**config.mk**
```make
export PLATFORM = sky130hd
export DESIGN_NAME = byte_decode_seq_flat
export DESIGN_NICKNAME = d
export VERILOG_FILES = /design/src/rtl/kyber_decode_pkg.sv /design/src/rtl/byte_decode_seq_if.sv /design/src/rtl/decode_bitbuf.sv /design/src/rtl/byte_decode_seq.sv /design/src/flat_wrapper.sv
export SDC_FILE = /design/constraint.sdc
export NUM_CORES = 1
export LEC_CHECK = 0
export ABC_AREA = 1
export CAP_MARGIN = 20
export CORE_UTILIZATION = 56
export DETAILED_ROUTE_END_ITERATION = 7
export MAX_ROUTING_LAYER = met4
export PLACE_DENSITY_LB_ADDON = 0.05
export SYNTH_ARGS = -nofsm -noshare
export SYNTH_HDL_FRONTEND = slang
export SYNTH_SLANG_ARGS = --single-unit
export TNS_END_PERCENT = 100
```
**constraint.sdc**
```tcl
create_clock -name clk -period 3.5 [get_ports clk]
set_input_delay 0.7 -clock clk [delete_from_list [all_inputs] [get_ports clk]]
set_output_delay 0.7 -clock clk [all_outputs]
set_load 0.02 [all_outputs]
```
**src/rtl/kyber_decode_pkg.sv**
```systemverilog
// Shared constants, FSM state type and helpers for the byte-decode sequencer.
package kyber_decode_pkg;

  localparam int KYBER_Q    = 3329;
  localparam int NUM_COEFFS = 256;
  localparam int MAX_ELL    = 12;
  localparam int BUF_BITS   = 20;

  typedef enum logic [1:0] {
    IDLE = 2'd0,
    RUN  = 2'd1,
    DONE = 2'd2
  } state_t;

  typedef logic [4:0] bitcnt_t;
  typedef logic [8:0] bytecnt_t;

  function automatic logic ell_valid(input logic [3:0] e, input int maxEll);
    return (e != 4'd0) && (int'(e) <= maxEll);
  endfunction

endpackage

```
**src/rtl/byte_decode_seq_if.sv**
```systemverilog
// Byte-in / coefficient-out stream bundle between a producer/consumer and the decoder.
interface byte_decode_seq_if #(
  parameter int MAX_ELL = 12
) ();

  logic               in_valid;
  logic [7:0]         in_byte;
  logic               in_ready;
  logic               out_valid;
  logic [MAX_ELL-1:0] out_coeff;
  logic [7:0]         out_idx;
  logic               out_ready;

  modport master (
    output in_valid, in_byte, out_ready,
    input  in_ready, out_valid, out_coeff, out_idx
  );

  modport slave (
    input  in_valid, in_byte, out_ready,
    output in_ready, out_valid, out_coeff, out_idx
  );

endinterface

```
**src/rtl/decode_bitbuf.sv**
```systemverilog
// LSB-first bit buffer: pops ell bits off the bottom, appends bytes above the remaining bits.
module decode_bitbuf #(
  parameter int MAX_ELL = 12
) (
  input  logic                          clk,
  input  logic                          rst_n,
  input  logic                          i_clear,
  input  logic [3:0]                    i_ell,
  input  logic                          i_push,
  input  logic [7:0]                    i_byte,
  input  logic                          i_pop,
  output logic [MAX_ELL-1:0]            o_raw,
  output kyber_decode_pkg::bitcnt_t     o_cnt,
  output kyber_decode_pkg::bytecnt_t    o_bytes
);
  import kyber_decode_pkg::*;

  logic [BUF_BITS-1:0] r_buf;
  bitcnt_t             r_cnt;
  bytecnt_t            r_bytes;

  logic [BUF_BITS-1:0] w_shBuf, w_nxtBuf;
  bitcnt_t             w_shCnt, w_nxtCnt;
  logic [MAX_ELL-1:0]  w_mask;

  // A byte arriving alongside a pop lands just above what survives the shift.
  always_comb begin
    w_shBuf  = i_pop ? (r_buf >> i_ell) : r_buf;
    w_shCnt  = i_pop ? (r_cnt - {1'b0, i_ell}) : r_cnt;
    w_nxtBuf = i_push ? (w_shBuf | ({12'd0, i_byte} << w_shCnt)) : w_shBuf;
    w_nxtCnt = i_push ? (w_shCnt + 5'd8) : w_shCnt;
  end

  always_comb begin
    w_mask = '0;
    for (int b = 0; b < MAX_ELL; b++) begin
      w_mask[b] = (b < int'(i_ell));
    end
  end

  always_ff @(posedge clk or negedge rst_n) begin
    if (!rst_n) begin
      r_buf   <= '0;
      r_cnt   <= '0;
      r_bytes <= '0;
    end else if (i_clear) begin
      r_buf   <= '0;
      r_cnt   <= '0;
      r_bytes <= '0;
    end else begin
      r_buf <= w_nxtBuf;
      r_cnt <= w_nxtCnt;
      if (i_push) r_bytes <= r_bytes + 9'd1;
    end
  end

  assign o_raw   = r_buf[MAX_ELL-1:0] & w_mask;
  assign o_cnt   = r_cnt;
  assign o_bytes = r_bytes;

endmodule

```
**src/rtl/byte_decode_seq.sv**
```systemverilog
// Sequencer that unpacks a byte stream into ell-bit coefficients of one polynomial.
// Optional BYTE_DECODE_MODQ_EN reduces 12-bit values >= q by q once.
module byte_decode_seq #(
  parameter int NUM_COEFFS = kyber_decode_pkg::NUM_COEFFS,
  parameter int MAX_ELL    = kyber_decode_pkg::MAX_ELL
) (
  input  logic             clk,
  input  logic             rst_n,
  input  logic             start,
  input  logic [3:0]       ell,
  input  logic             abort,
  byte_decode_seq_if.slave bus,
  output logic             busy,
  output logic             done,
  output logic             err
);
  import kyber_decode_pkg::*;

  state_t     r_state;
  logic [3:0] r_ell;
  logic [7:0] r_idx;
  logic       r_busy, r_done, r_err;

  logic [MAX_ELL-1:0] w_raw, w_coeff;
  bitcnt_t            w_cnt;
  bytecnt_t           w_bytes;
  logic [9:0]         w_byteLimit;
  logic               w_run, w_inReady, w_outValid, w_push, w_pop, w_accept, w_clear;

  assign w_run       = (r_state == RUN);
  assign w_byteLimit = 10'(NUM_COEFFS / 8) * {6'd0, r_ell};
  assign w_inReady   = w_run && (w_cnt <= bitcnt_t'(BUF_BITS - 8)) && ({1'b0, w_bytes} < w_byteLimit);
  assign w_outValid  = w_run && (w_cnt >= {1'b0, r_ell});
  assign w_push      = bus.in_valid && w_inReady && !abort;
  assign w_pop       = w_outValid && bus.out_ready && !abort;
  assign w_accept    = (r_state == IDLE) && start && !abort && ell_valid(ell, MAX_ELL);
  assign w_clear     = abort || w_accept;

  decode_bitbuf #(.MAX_ELL(MAX_ELL)) u_bitbuf (
    .clk     (clk),
    .rst_n   (rst_n),
    .i_clear (w_clear),
    .i_ell   (r_ell),
    .i_push  (w_push),
    .i_byte  (bus.in_byte),
    .i_pop   (w_pop),
    .o_raw   (w_raw),
    .o_cnt   (w_cnt),
    .o_bytes (w_bytes)
  );

  always_comb begin
    w_coeff = w_raw;
`ifdef BYTE_DECODE_MODQ_EN
    if (r_ell == 4'd12 && w_raw >= MAX_ELL'(KYBER_Q)) w_coeff = w_raw - MAX_ELL'(KYBER_Q);
`endif
  end

  // Abort outranks everything, including a handoff of the last coefficient.
  always_ff @(posedge clk or negedge rst_n) begin
    if (!rst_n) begin
      r_state <= IDLE;
      r_ell   <= '0;
      r_idx   <= '0;
      r_busy  <= 1'b0;
      r_done  <= 1'b0;
      r_err   <= 1'b0;
    end else begin
      r_done <= 1'b0;
      r_err  <= 1'b0;
      if (abort) begin
        r_state <= IDLE;
        r_idx   <= '0;
        r_busy  <= 1'b0;
      end else begin
        case (r_state)
          IDLE: begin
            if (start) begin
              if (ell_valid(ell, MAX_ELL)) begin
                r_state <= RUN;
                r_ell   <= ell;
                r_idx   <= '0;
                r_busy  <= 1'b1;
              end else begin
                r_err <= 1'b1;
              end
            end
          end
          RUN: begin
            if (w_pop) begin
              r_idx <= r_idx + 8'd1;
              if (r_idx == 8'(NUM_COEFFS - 1)) begin
                r_state <= DONE;
                r_done  <= 1'b1;
              end
            end
          end
          DONE: begin
            r_state <= IDLE;
            r_busy  <= 1'b0;
          end
          default: begin
            r_state <= IDLE;
            r_busy  <= 1'b0;
          end
        endcase
      end
    end
  end

  assign bus.in_ready  = w_inReady;
  assign bus.out_valid = w_outValid;
  assign bus.out_coeff = w_coeff;
  assign bus.out_idx   = r_idx;
  assign busy          = r_busy;
  assign done          = r_done;
  assign err           = r_err;

endmodule

```
**src/flat_wrapper.sv**
```systemverilog
// flat-port wrapper written by rule: the top's interface ports become plain ports
module byte_decode_seq_flat import kyber_decode_pkg::*;
#(
  parameter int NUM_COEFFS = kyber_decode_pkg::NUM_COEFFS,
  parameter int MAX_ELL    = kyber_decode_pkg::MAX_ELL
)
  (clk, rst_n, start, ell, abort, busy, done, err, bus_in_valid, bus_in_byte, bus_out_ready, bus_in_ready, bus_out_valid, bus_out_coeff, bus_out_idx);
  byte_decode_seq_if #(.MAX_ELL(MAX_ELL)) bus_i ();
  input  logic clk;
  input  logic rst_n;
  input  logic start;
  input  logic [3:0] ell;
  input  logic abort;
  output logic busy;
  output logic done;
  output logic err;
  input wire logic [$bits(bus_i.in_valid)-1:0] bus_in_valid;
  input wire logic [$bits(bus_i.in_byte)-1:0] bus_in_byte;
  input wire logic [$bits(bus_i.out_ready)-1:0] bus_out_ready;
  output wire logic [$bits(bus_i.in_ready)-1:0] bus_in_ready;
  output wire logic [$bits(bus_i.out_valid)-1:0] bus_out_valid;
  output wire logic [$bits(bus_i.out_coeff)-1:0] bus_out_coeff;
  output wire logic [$bits(bus_i.out_idx)-1:0] bus_out_idx;
  assign bus_i.in_valid = bus_in_valid;
  assign bus_i.in_byte = bus_in_byte;
  assign bus_i.out_ready = bus_out_ready;
  assign bus_in_ready = bus_i.in_ready;
  assign bus_out_valid = bus_i.out_valid;
  assign bus_out_coeff = bus_i.out_coeff;
  assign bus_out_idx = bus_i.out_idx;
  byte_decode_seq #(.NUM_COEFFS(NUM_COEFFS), .MAX_ELL(MAX_ELL)) u_core (.clk(clk), .rst_n(rst_n), .start(start), .ell(ell), .abort(abort), .bus(bus_i), .busy(busy), .done(done), .err(err));
endmodule
```
## Word-level counts from Yosys, hierarchy flattened

Index checks and enable logic that the tools add are counted.

| storage, ports and cells | value |
|---|---|
| register bits | 51 |
| bits of input ports | 18 |
| output and inout bits | 25 |
| logic and storage cells | 93 |

| cells by class | value |
|---|---|
| add/subtract/negate cells | 4 |
| order comparisons | 16 |
| eq/ne operators | 7 |
| shifts and indexed selects | 2 |
| multiplexer cells | 31 |
| bitwise logic cells | 3 |
| reduce and logical (&&, ||, !) cells | 21 |

Operators by type and width:

| operator | count |
|---|---|
| 20-bit two-way mux | 3 |
| 8-bit two-way mux | 4 |
| 20-bit OR | 1 |
| 8-bit by 5-bit << shifter with 20-bit output | 1 |
| 20-bit by 4-bit right shift with 20-bit output | 1 |
| 9-bit two-way mux | 2 |
| 3-bit by 4-bit less-than comparator with 1-bit output (first input constant) | 4 |
| 4-bit less-than comparator (first input constant) | 4 |
| 8-bit case mux with 2 select lines | 1 |
| 5-bit two-way mux | 3 |
| 12-bit bitwise AND | 1 |
| 3-bit != test (second input constant) | 4 |
| 4-bit AND reduction | 3 |
| 1-bit logical AND | 11 |
| 1-bit two-way mux | 11 |
| 2-bit two-way mux | 5 |
| 9-bit by 1-bit adder with 9-bit output (second input constant) | 1 |
| 9-bit less-than comparator | 1 |
| 8-bit by 1-bit adder with 8-bit output (second input constant) | 1 |
| 8-bit == test (second input constant) | 1 |
| 1-bit by 4-bit less-than comparator with 1-bit output (first input constant) | 2 |
| 2-bit by 4-bit less-than comparator with 1-bit output (first input constant) | 2 |
| 5-bit by 4-bit adder with 5-bit output (second input constant) | 1 |
| 5-bit by 4-bit >= comparator with 1-bit output | 1 |
| 15 further kinds | 15 |

## Depth between registers and ports, before layout

Gate-level depths: netlist of run 1.

| depth | value |
|---|---|
| depth in word-level cells | 9 |
| gate-level depth with buffers | 21 |
| mapped depth without buffers | 19 |

## Hierarchy

A second synthesis of run 1 with hierarchy kept.

| unflattened totals | value |
|---|---|
| cell total of the unflattened synthesis | 708 |
| area, all modules | 4403.0 µm² |

By module, submodules not included:

| module | times used | cells an instance | area an instance (µm²) | sequential area each (µm²) |
|---|---|---|---|---|
| decode_bitbuf | 1 | 549 | 3248.1 | 850.8 |
| byte_decode_seq | 1 | 159 | 1154.9 | 425.4 |

## Worst setup path before layout of run 1

Ideal clock, no wire load.

| path | value |
|---|---|
| path type | register -> register |
| from | register u_core.r_ell[3] |
| to | register u_core.u_bitbuf.r_buf[0] |
| setup time | 0.126 ns |
| data arrival time | 2.727 ns |
| data required time | 3.374 ns |
| setup slack | 0.647 ns |
| cell stages (with the launch flop) | 18 |
| buffers on the path | 4 |
| clock period less this slack | 2.853 ns |
| cell sequence | dfrtp_1 clkbuf_1 inv_1 clkbuf_1 ha_1 inv_1 nor2_1 nand3_1 a21oi_2 nand2_1 nand2_1 nand2_1 inv_1 nand2_1 inv_1 buf_2 buf_2 a21oi_1 |

| on the way | value |
|---|---|
| word-level cells in the longest chain between the ends | 9 |
| elaborated cells on any way between the ends | 16 |
| those cells by class | 1 x add/sub; 2 x order compare; 2 x shift; 4 x mux; 1 x bitwise; 6 x reduce/logical |

RTL lines:

| what | line | source |
|---|---|---|
| start, declared | byte_decode_seq.sv:20 | `logic [3:0] r_ell;` |
| start signal, assigned | byte_decode_seq.sv:81 | `r_ell <= ell;` |
| 5-bit by 4-bit >= comparator with 1-bit output * | byte_decode_seq.sv:33 | `assign w_outValid = w_run && (w_cnt >= {1'b0, r_ell});` |
| 1-bit logical AND * | byte_decode_seq.sv:33 |  |
| named net bus_out_valid | flat_wrapper.sv:21 | `output wire logic [$bits(bus_i.out_valid)-1:0] bus_out_valid;` |
| 1-bit logical AND * (2 in a row) | byte_decode_seq.sv:35 | `assign w_pop = w_outValid && bus.out_ready && !abort;` |
| 5-bit two-way mux | decode_bitbuf.sv:29 | `w_shCnt = i_pop ? (r_cnt - {1'b0, i_ell}) : r_cnt;` |
| 8-bit by 5-bit << shifter with 20-bit output | decode_bitbuf.sv:30 | `w_nxtBuf = i_push ? (w_shBuf \| ({12'd0, i_byte} << w_shCnt)) : w_shBuf;` |
| 20-bit OR | decode_bitbuf.sv:30 |  |
| 20-bit two-way mux * | decode_bitbuf.sv:30 |  |
| 20-bit two-way mux * | decode_bitbuf.sv:46 | `end else if (i_clear) begin` |
| end signal, assigned | decode_bitbuf.sv:51 | `r_buf <= w_nxtBuf;` |
| end, declared | decode_bitbuf.sv:18 | `logic [BUF_BITS-1:0] r_buf;` |

Mark *: on every way through the listed nets, which the timed path passes. The rest lies on a longest branch.
A chain may end at the register's enable or synchronous reset.

## Final worst setup path of run 1

| path | value |
|---|---|
| from | register u_core.r_ell[2] |
| to | output bus_out_valid |

| on the way | value |
|---|---|
| word-level cells in the longest chain between the ends | 2 |

RTL lines:

| what | line |
|---|---|
| 5-bit by 4-bit >= comparator with 1-bit output | byte_decode_seq.sv:33 |
| 1-bit logical AND | byte_decode_seq.sv:33 |
| end, declared | flat_wrapper.sv:21 |

No other way between the ends.

==> flow_metrics.py, run 1 <==
metrics = {
    "critical_path": {
        "end_kind": "output port",
        "path_buf_inv": 2,
        "cp-start-kind": "register",
        "cp_slowest_cell": "clkdlybuf4s50_1",
        "cp_cell_sequence": "inv_1, ha_1, nand2_1, nor2_1, nor2_2, a21oi_2, clkdlybuf4s50_1",
        "path_class": "register to output port",
        "cp.required_ps": 2800,
        "path_max_fanout": 13,
        "critPathMaxStageDelay_ps": 650,
        "critical-path-top-delay-family": "buffers and inverters",
        "arrival_ps": 2510,
    },
    "placement": {
        "hpwl_um": 9397,
        "io_buffers": 42,
        "gp_congestion": 1.034,
    },
    "cells_and_area": {
        "postLayoutCoreUtil_pct": 68.39,
        "final_cell_mix": "nand2_1 (159), inv_1 (75), o21ai_0 (71)",
        "layout_commonest_cell": "nand2_1",
        "nNetsFinal": 688,
        "drive_gt1_share_pct": 8.169,
        "area_growth_pct": 15.87,
        "diodes": 0,
    },
    "run_status": {
        "status": "completed",
    },
    "power_and_ir_drop": {
        "p_sw_share_pct": 50.02,
        "ir_worst_vdd_mv": 0.3812,
        "power_switching_mw": 1.478,
        "leakagePower_nw": 2.166,
        "clkPwrFrac_pct": 14.9,
        "internal-power_mw": 1.477,
        "pwr-share-seq_pct": 25.6,
        "combinationalPowerShare_pct": 59.5,
        "power.density_mw_per_mm2": 625.6,
    },
    "route": {
        "drc_errors": 0,
        "via_per_inst": 5.709,
        "first_pass_iters": 7,
        "post_drt_wl_per_cell_um": 15.63,
        "drt_iter0_markers": 302,
        "vias": 4322,
        "routed_wl_um": 11830,
        "ant_nets": 0,
    },
    "floorplanning": {
        "coreArea_mm2": 0.006907,
        "top_level_ports": 43,
        "start_util_pct": 59.02,
        "dieArea_mm2": 0.007625,
        "std_cell_rows": 30,
        "die_h_um": 87.32,
        "die_w_um": 87.32,
    },
    "clock_tree": {
        "cts_root_buffer": "clkbuf_8",
        "cts_num_sinks": 51,
        "htree_num_levels": 2,
        "worstSkewPairLatency_ps": 300,
        "cts_setup_buffers": 0,
        "cts_buffer_depth": 2,
        "cts_hold_buf": 0,
        "numCtsBuffers": 5,
        "clkSlewWorstSetupHoldPaths_ps": 100,
        "cts_tree": "built",
    },
    "synth": {
        "synth_edf_count": 0,
        "synthArstFlopShare_pct": 100.0,
        "synth_cells": 622,
        "synth_fp_nets": 650,
        "yosysWarningCount": 0,
        "synth_adder_area_share_pct": 3.254,
        "synthFlopType": "dfrtp_1",
        "synth_compound_area_share_pct": 19.24,
        "synth_area_mm2": 0.004076,
        "synth-seq-cells": 51,
        "muxShareOfSynthArea_pct": 0.9822,
        "synth.top_cell.area_share_pct": 31.31,
        "seq_area_frac_synth_pct": 31.31,
        "avgSynthCellArea_um2": 6.554,
        "synth_top_cell_by_area": "dfrtp_1",
        "synth_cell_type_count": 44,
        "yosys.area_share.xor_xnor_pct": 0.6446,
        "synth_top_family_by_area": "simple AND/OR/NAND/NOR gates",
        "yosys.area_share.simple_pct": 34.16,
        "synth.area.top_cells": "dfrtp_1 (31%), nand2_1 (15%), o21ai_0 (8.7%), nand3_1 (8.3%), inv_1 (6.9%)",
    },
    "sta": {
        "tightest_slew_ps": 655.4,
        "slew_viol_final": 0,
        "rsz0062_at_grt": "no",
        "relSlewSlack_pct": 56.31,
        "fin_crit_ps": 3208,
        "hold_viol": 0,
        "finalSetupViolations": 0,
        "worst_clock_skew_ps": 14.07,
        "finalCritPeriodShare_pct": 91.67,
        "fin_setup_tns_ps": 0,
        "max_freq_ghz": 0.3117,
    },
    "grt": {
        "grt_overflow": 0,
        "antenna_found_initial": 0,
        "grt_pass1_vias": 4145,
        "grt_max_degree": 38,
        "grt_pass1_wl_um": 19820,
        "track_usage_pct": 34.39,
    },
    "flow_run": {
        "maxCapViolations": 0,
    },
    "hold_path": {
        "min_path_type": "input port to asynchronous set/reset pin",
    },
}
==> path summary, 6_finish.rpt <==
path	start	end	slack, ps	depth (start not counted)
min	rst_n	u_core.u_bitbuf.o_bytes[0]$_DFFE_PN0P_	410	1
max reg2reg	u_core.r_ell[2]$_DFFE_PN0P_	u_core.u_bitbuf.r_buf[11]$_DFF_PN0_	530	15
max in group asynchronous	rst_n	u_core.r_ell[2]$_DFFE_PN0P_	2300	2
max	u_core.r_ell[2]$_DFFE_PN0P_	bus_out_valid	290	7
min reg2reg	u_core.busy$_DFFE_PN0P_	u_core.busy$_DFFE_PN0P_	500	2
min in group clk	u_core.busy$_DFFE_PN0P_	u_core.busy$_DFFE_PN0P_	500	2
==> flip-flops by register name, indices dropped and copies added (netlist names) <==
signal                   cells
u_core.u_bitbuf.o_cnt        5
u_core.r_ell                 4
u_core.u_bitbuf.r_buf       20
u_core.err                   1
u_core.busy                  1
u_core.r_state               2
u_core.done                  1
u_core.bus.out_idx           8
u_core.u_bitbuf.o_bytes      9
==> metrics by stage <==
step                      power [mW]  std cells  area (um2)  hold WS, ps  setup WS [ps]
after floorplan                1.937        622        4076        404.4          647.4
after global placement         2.472        749        4601        465.9          573.4
after detailed placement       2.479        749        4601        483.2          453.2
after CTS                      2.921        757        4722        429.6          160.0
after global routing           3.170        757        4723        465.2          107.9
final                          2.955        757        4723        413.6          291.6
==> Yosys cell counts, types with 4 or more instances <==
cell        n
buf_2       6
nor2_2      6
a211oi_1    4
inv_2       5
nand3_1    68
and3_1      4
mux2i_1     4
nor3_1     17
dfrtp_1    51
nor2_1     31
ha_1        9
o21ai_0    71
nand4_1     4
nand2_1   159
inv_1      75
clkbuf_1   16
a21oi_1    38
a31oi_1     8
nand2_2     5
==> logic make-up (layout without fill, tap and decap cells) <==
kind of cell | count (synthesis) | after routing
AND/OR/NAND/NOR | 308 | 308
adder cells (fa/ha/maj) | 10 | 10
flip-flops | 51 | 51
buffers and inverters | 106 | 145
multiplexers | 4 | 4
XOR/XNOR | 3 | 3
AO/OA/AOI/OAI | 140 | 140
==> cell type report <==
type	instances	area [um2]
Multi-Input combinational cell	465	2376
Sequential cell	51	1277
Fill cell	648	2183
Tap cell	96	120.1
Timing Repair Buffer	57	528.0
Inverter	80	300.3
Clock buffer	6	82.58
Clock inverter	2	38.79
==> layer usage <==
layer | vias to the layer above | GRT usage, % | part of all wire (%)
met4 | 0 | 13.26 | 3.5
met5 | - | - | 0
met3 | 39 | 3.318 | 5.9
met2 | 186 | 57.46 | 48
met1 | 1961 | 43.05 | 43
li1 | 2136 | - | -
==> power groups by stage <==
stage          combinational [mW]  clock [mW]  sequential [mW]
6_report                     1.76       0.440            0.757
3_5_place_dp                 1.71           0            0.765
2_1_floorplan                1.20           0            0.738
5_1_grt                      1.94       0.461            0.769
3_3_place_gp                 1.71           0            0.762
4_1_cts                      1.72       0.448            0.753
==> timing repair <==
action,CTS,global route
hold endpoints to repair,0,0
resized for setup,0,1
endpoints found under the setup margin,0,1
No activity file was read; power rests on OpenSTA's default activity.
==> inputs of run 2 (changes only) <==
--- a/config.mk
+++ b/config.mk
@@ -7,7 +7,7 @@
 export LEC_CHECK = 0
 export ABC_AREA = 1
 export CAP_MARGIN = 20
-export CORE_UTILIZATION = 56
+export CORE_UTILIZATION = 35
 export DETAILED_ROUTE_END_ITERATION = 7
 export MAX_ROUTING_LAYER = met4
 export PLACE_DENSITY_LB_ADDON = 0.05
==> run 2 against run 1 <==
Net effect: critical endpoint is now bus_out_coeff[0]; utilization is 26 points lower; worst hold slack better by 38 ps; first-iteration DRC count is 5.3% higher; sequential share of layout area is 0.59 points lower; non-clock buffer count is 1 lower; wire length is 6.8% higher; clock power is 30% higher; global-route usage is 11 points lower; register-to-register slack better by 180 ps; sequential power hardly changed; setup slack better by 1.7 ps; critical path depth is 1 lower.
==> flow_metrics.py, run 2 (synthesized netlist as in run 1, its figures left out) <==
metrics = {
    "sta": {
        "relSlewSlack_pct": 51.88,
        "rsz0062_at_grt": "no",
        "fin_setup_tns_ps": 0,
        "finalCritPeriodShare_pct": 91.62,
        "slew_viol_final": 0,
        "worst_clock_skew_ps": 8.511,
        "hold_viol": 0,
        "tightest_slew_ps": 721.9,
        "max_freq_ghz": 0.3118,
        "fin_crit_ps": 3207,
        "finalSetupViolations": 0,
    },
    "floorplanning": {
        "top_level_ports": 43,
        "die_w_um": 109.9,
        "std_cell_rows": 39,
        "dieArea_mm2": 0.01208,
        "die_h_um": 109.9,
        "start_util_pct": 35.85,
        "coreArea_mm2": 0.01137,
    },
    "clock_tree": {
        "htree_num_levels": 2,
        "numCtsBuffers": 5,
        "cts_buffer_depth": 2,
        "cts_root_buffer": "clkbuf_16",
        "cts_num_sinks": 51,
        "cts_tree": "built",
        "cts_setup_buffers": 0,
        "clkSlewWorstSetupHoldPaths_ps": 70,
        "cts_hold_buf": 0,
        "worstSkewPairLatency_ps": 300,
        "cts_resized": 0,
    },
    "power_and_ir_drop": {
        "pwr-share-seq_pct": 24.7,
        "clkPwrFrac_pct": 18.6,
        "combinationalPowerShare_pct": 56.7,
        "internal-power_mw": 1.571,
        "leakagePower_nw": 2.181,
        "ir_worst_vdd_mv": 0.3821,
        "power.density_mw_per_mm2": 638.5,
        "power_switching_mw": 1.509,
        "p_sw_share_pct": 48.99,
    },
    "cells_and_area": {
        "layout_commonest_cell": "nand2_1",
        "nNetsFinal": 687,
        "top_register": "u_core.u_bitbuf.r_buf",
        "diodes": 0,
        "area_growth_pct": 18.32,
        "finalInstanceArea_mm2": 0.004823,
        "final_cell_mix": "nand2_1 (159), inv_1 (75), o21ai_0 (71)",
        "largest_reg_flops": 20,
        "drive_gt1_share_pct": 7.879,
        "postLayoutCoreUtil_pct": 42.42,
    },
    "critical_path": {
        "rr_endpoint": "u_core.u_bitbuf.r_buf[3]$_DFF_PN0_",
        "cp-start-kind": "register",
        "arrival_ps": 2510,
        "cp_cell_sequence": "buf_4, nor2_2, inv_1, nor2_1, a21oi_1, clkdlybuf4s50_1",
        "path_max_fanout": 11,
        "cp_slowest_cell": "clkdlybuf4s50_1",
        "cp.required_ps": 2800,
        "critPathMaxStageDelay_ps": 560,
        "path_class": "register to output port",
        "r2r-start": "u_core.r_ell[0]$_DFFE_PN0P_",
        "reg2reg_slack_ps": 710,
        "reg2reg_depth": 14,
        "end_kind": "output port",
    },
    "route": {
        "drt_iter0_markers": 318,
        "first_pass_iters": 5,
        "vias": 4230,
        "ant_nets": 0,
        "post_drt_wl_per_cell_um": 15.73,
        "drc_errors": 0,
        "via_per_inst": 5.268,
        "routed_wl_um": 12630,
    },
    "grt": {
        "grt_pass1_wl_um": 20620,
        "grt_pass1_vias": 4032,
        "track_usage_pct": 23.04,
        "antenna_found_initial": 0,
        "grt_max_degree": 38,
        "grt_overflow": 0,
    },
    "run_status": {
        "status": "completed",
    },
    "hold_path": {
        "min_path_type": "input port to asynchronous set/reset pin",
    },
    "placement": {
        "gp_congestion": 0.9478,
        "hpwl_um": 9844,
        "io_buffers": 42,
        "dpl-instance-area_mm2": 0.004652,
    },
    "flow_run": {
        "maxCapViolations": 0,
    },
}
## run 2: how the worst max path moves through the flow
stage	start	to	slack [ps]	cells past startpoint
2_1_floorplan	u_core.r_ell[3]$_DFFE_PN0P_	u_core.u_bitbuf.r_buf[0]$_DFF_PN0_	650	17
3_3_place_gp	abort	u_core.u_bitbuf.r_buf[3]$_DFF_PN0_	580	11
3_5_place_dp	abort	u_core.u_bitbuf.r_buf[16]$_DFF_PN0_	560	11
4_1_cts	u_core.r_ell[2]$_DFFE_PN0P_	bus_out_coeff[0]	290	6
5_1_grt	u_core.r_ell[2]$_DFFE_PN0P_	bus_out_coeff[0]	180	6
6_report	u_core.r_ell[2]$_DFFE_PN0P_	bus_out_coeff[0]	290	6
## run 2: critical path: cells and delay by family (launching register included)
kind / cells / cell delay (ps)
AO/OA/AOI/OAI: 1 / 120
AND/OR/NAND/NOR: 2 / 720
buffers and inverters: 3 / 970
flip-flops: 1 / 400
## run 2: layout make-up
type,instances,area (um2)
repair buffers,56,520.5
inverters,80,300.3
well taps,143,178.9
clock inverters,3,46.29
fillers,1244,6546
flip-flops and latches,51,1276
multi-input cells,465,2376
clock buffers,5,125.1
## run 2: metrics by stage
step                instances  total power, mW  hold slack, ps  worst slack, ps
finish                    803            3.080           451.7            293.3
CTS                       803            3.086           481.0            294.4
detailed placement        795            2.497           478.3            560.3
global route              803            3.340           505.0            180.9
global placement          795            2.513           471.6            576.7
floorplan                 622            1.937           404.4            647.4
## run 2: power groups by stage
stage,clock network [mW],registers [mW],logic (mW)
after floorplan,0,0.738,1.20
after global placement,0,0.771,1.74
after detailed placement,0,0.771,1.73
after CTS,0.592,0.759,1.73
after global routing,0.617,0.774,1.95
final,0.574,0.759,1.75
## run 2: routing by layer
layer  track usage, %  share of wire (%)  up-vias
li1                 -                  -     2137
met4            8.190                2.6        0
met2            35.67                 46      105
met1            30.82                 48     1968
met3            2.905                4.0       20
met5                -                  0        -
==> inputs of run 3 (changes only) <==
==> constraint.sdc (replaced) <==
create_clock -name clk -period 2.9 [get_ports clk]
set_input_delay 0.58 -clock clk [delete_from_list [all_inputs] [get_ports clk]]
set_output_delay 0.58 -clock clk [all_outputs]
set_load 0.02 [all_outputs]
==> run 3 against run 2 <==
Net effect: combinational power rose by 26%; die area is the same; design area grew 2.6%; wire length up 2.9%; critical path type unchanged; sequential share of layout area down 0.66 points; largest cell class unchanged; clock power grew 23%; power up 23%.
==> flow_metrics.py, run 3 (synthesized netlist as in run 1, its figures left out) <==
metrics = {
    "run_status": {
        "status": "completed",
    },
    "cells_and_area": {
        "final_cell_mix": "nand2_1 (159), inv_1 (75), o21ai_0 (71)",
        "area_growth_pct": 21.36,
        "diodes": 0,
        "largest_reg_flops": 20,
        "top_register": "u_core.u_bitbuf.r_buf",
        "fillers": 1251,
        "multi_input_area_mm2": 0.002394,
        "layout_commonest_cell": "nand2_1",
        "drive_gt1_share_pct": 9.792,
        "nNetsFinal": 701,
        "seq_area_mm2": 0.001276,
    },
    "clock_tree": {
        "cts_resized": 2,
        "cts_buffer_depth": 2,
        "cts_setup_buffers": 0,
        "htree_num_levels": 2,
        "cts_root_buffer": "clkbuf_16",
        "numCtsBuffers": 5,
        "cts_tree": "built",
        "clkSlewWorstSetupHoldPaths_ps": 80,
        "worstSkewPairLatency_ps": 300,
        "cts_hold_buf": 0,
        "cts_num_sinks": 51,
    },
    "sta": {
        "hold_viol": 0,
        "slew_viol_final": 0,
        "relSlewSlack_pct": 52.52,
        "max_freq_ghz": 0.3654,
        "fin_crit_ps": 2736,
        "tightest_slew_ps": 712.1,
        "finalCritPeriodShare_pct": 94.36,
        "fin_ws_ps": 163.6,
        "rsz0062_at_grt": "no",
        "worst_clock_skew_ps": 9.721,
        "finalSetupViolations": 0,
        "fin_setup_tns_ps": 0,
    },
    "power_and_ir_drop": {
        "pwr-share-seq_pct": 23.4,
        "p_sw_share_pct": 48.67,
        "internal-power_mw": 1.952,
        "power_switching_mw": 1.851,
        "power.density_mw_per_mm2": 768.7,
        "clkPwrFrac_pct": 18.5,
        "combinationalPowerShare_pct": 58.1,
        "leakagePower_nw": 2.267,
        "ir_worst_vdd_mv": 0.3757,
    },
    "floorplanning": {
        "coreArea_mm2": 0.01137,
        "start_util_pct": 35.85,
        "top_level_ports": 43,
        "std_cell_rows": 39,
        "die_w_um": 109.9,
        "die_h_um": 109.9,
        "dieArea_mm2": 0.01208,
    },
    "grt": {
        "grt_pass1_wl_um": 20830,
        "track_usage_pct": 23.59,
        "grt_max_degree": 38,
        "grt_pass1_vias": 4009,
        "antenna_found_initial": 0,
        "grt_overflow": 0,
    },
    "flow_run": {
        "maxCapViolations": 0,
    },
    "critical_path": {
        "path_class": "register to output port",
        "arrival_ps": 2160,
        "path_buf_inv": 3,
        "cp.required_ps": 2320,
        "cp-start-kind": "register",
        "critical-path-top-delay-family": "buffers and inverters",
        "critPathMaxStageDelay_ps": 540,
        "path_max_fanout": 17,
        "cp_cell_sequence": "buf_4, nor2_4, inv_1, nor2_1, a21oi_1, clkdlybuf4s50_1",
        "end_kind": "output port",
        "cp_slowest_cell": "clkdlybuf4s50_1",
    },
    "placement": {
        "gp_congestion": 0.9077,
        "pre_cts_slack_ps": 164.9,
        "hpwl_um": 10280,
        "io_buffers": 42,
    },
    "route": {
        "first_pass_iters": 6,
        "via_per_inst": 5.261,
        "post_drt_wl_per_cell_um": 15.91,
        "drt_iter0_markers": 473,
        "vias": 4298,
        "routed_wl_um": 13000,
        "ant_nets": 0,
        "drc_errors": 0,
    },
    "hold_path": {
        "min_path_type": "input port to asynchronous set/reset pin",
    },
}
-- run 3: cell count changes in the layout (fill, tap and decap cells not counted), sizes merged --
cell           delta
buf              +14
dlymetal6s2s      +1
clkdlybuf4s50     -2
dlygate4sd2       +1
-- run 3: layer usage --
metal	GRT usage [%]	share of wire, %
met5	-	0
met4	6.000	1.8
met3	2.371	3.9
met2	38.26	47
met1	31.48	47
-- run 3: final timing paths --
kind	startpoint	end	slack, ps	cells after the start
max	u_core.r_ell[3]$_DFFE_PN0P_	bus_out_coeff[0]	160	6
min	rst_n	u_core.r_ell[2]$_DFFE_PN0P_	330	1
max reg2reg	u_core.r_ell[2]$_DFFE_PN0P_	u_core.u_bitbuf.r_buf[5]$_DFF_PN0_	210	13
min reg2reg	u_core.busy$_DFFE_PN0P_	u_core.busy$_DFFE_PN0P_	490	2
max in group asynchronous	rst_n	u_core.u_bitbuf.o_cnt[4]$_DFF_PN0_	1910	2
min in group clk	u_core.busy$_DFFE_PN0P_	u_core.busy$_DFFE_PN0P_	490	2
-- run 3: final cells by class --
type / count / area share [%]
clock inverter: 3 / 0.9358
timing repair buffer: 70 / 12.67
sequential: 51 / 25.80
tap: 143 / 3.617
inverter: 80 / 6.070
clock buffer: 5 / 2.529
multi-input combinational: 465 / 48.38
-- run 3: per-stage QoR --
step	util [%]	std cells	hold WS [ps]	power, mW	instance area (um2)
after floorplan	-	622	284.4	2.338	4076
after global placement	41.84	809	475.7	3.081	4757
after detailed placement	41.84	809	481.8	3.079	4757
after CTS	43.40	817	364.1	3.797	4935
after global routing	43.51	817	384.8	4.103	4947
final	43.51	817	326.6	3.803	4947
-- run 3: power by group through the flow --
stage | sequential, mW | clock [mW] | combinational, mW
global placement | 0.902 | 0 | 2.18
finish | 0.890 | 0.704 | 2.21
detailed placement | 0.902 | 0 | 2.18
floorplan | 0.891 | 0 | 1.45
global route | 0.904 | 0.746 | 2.45
CTS | 0.888 | 0.717 | 2.19
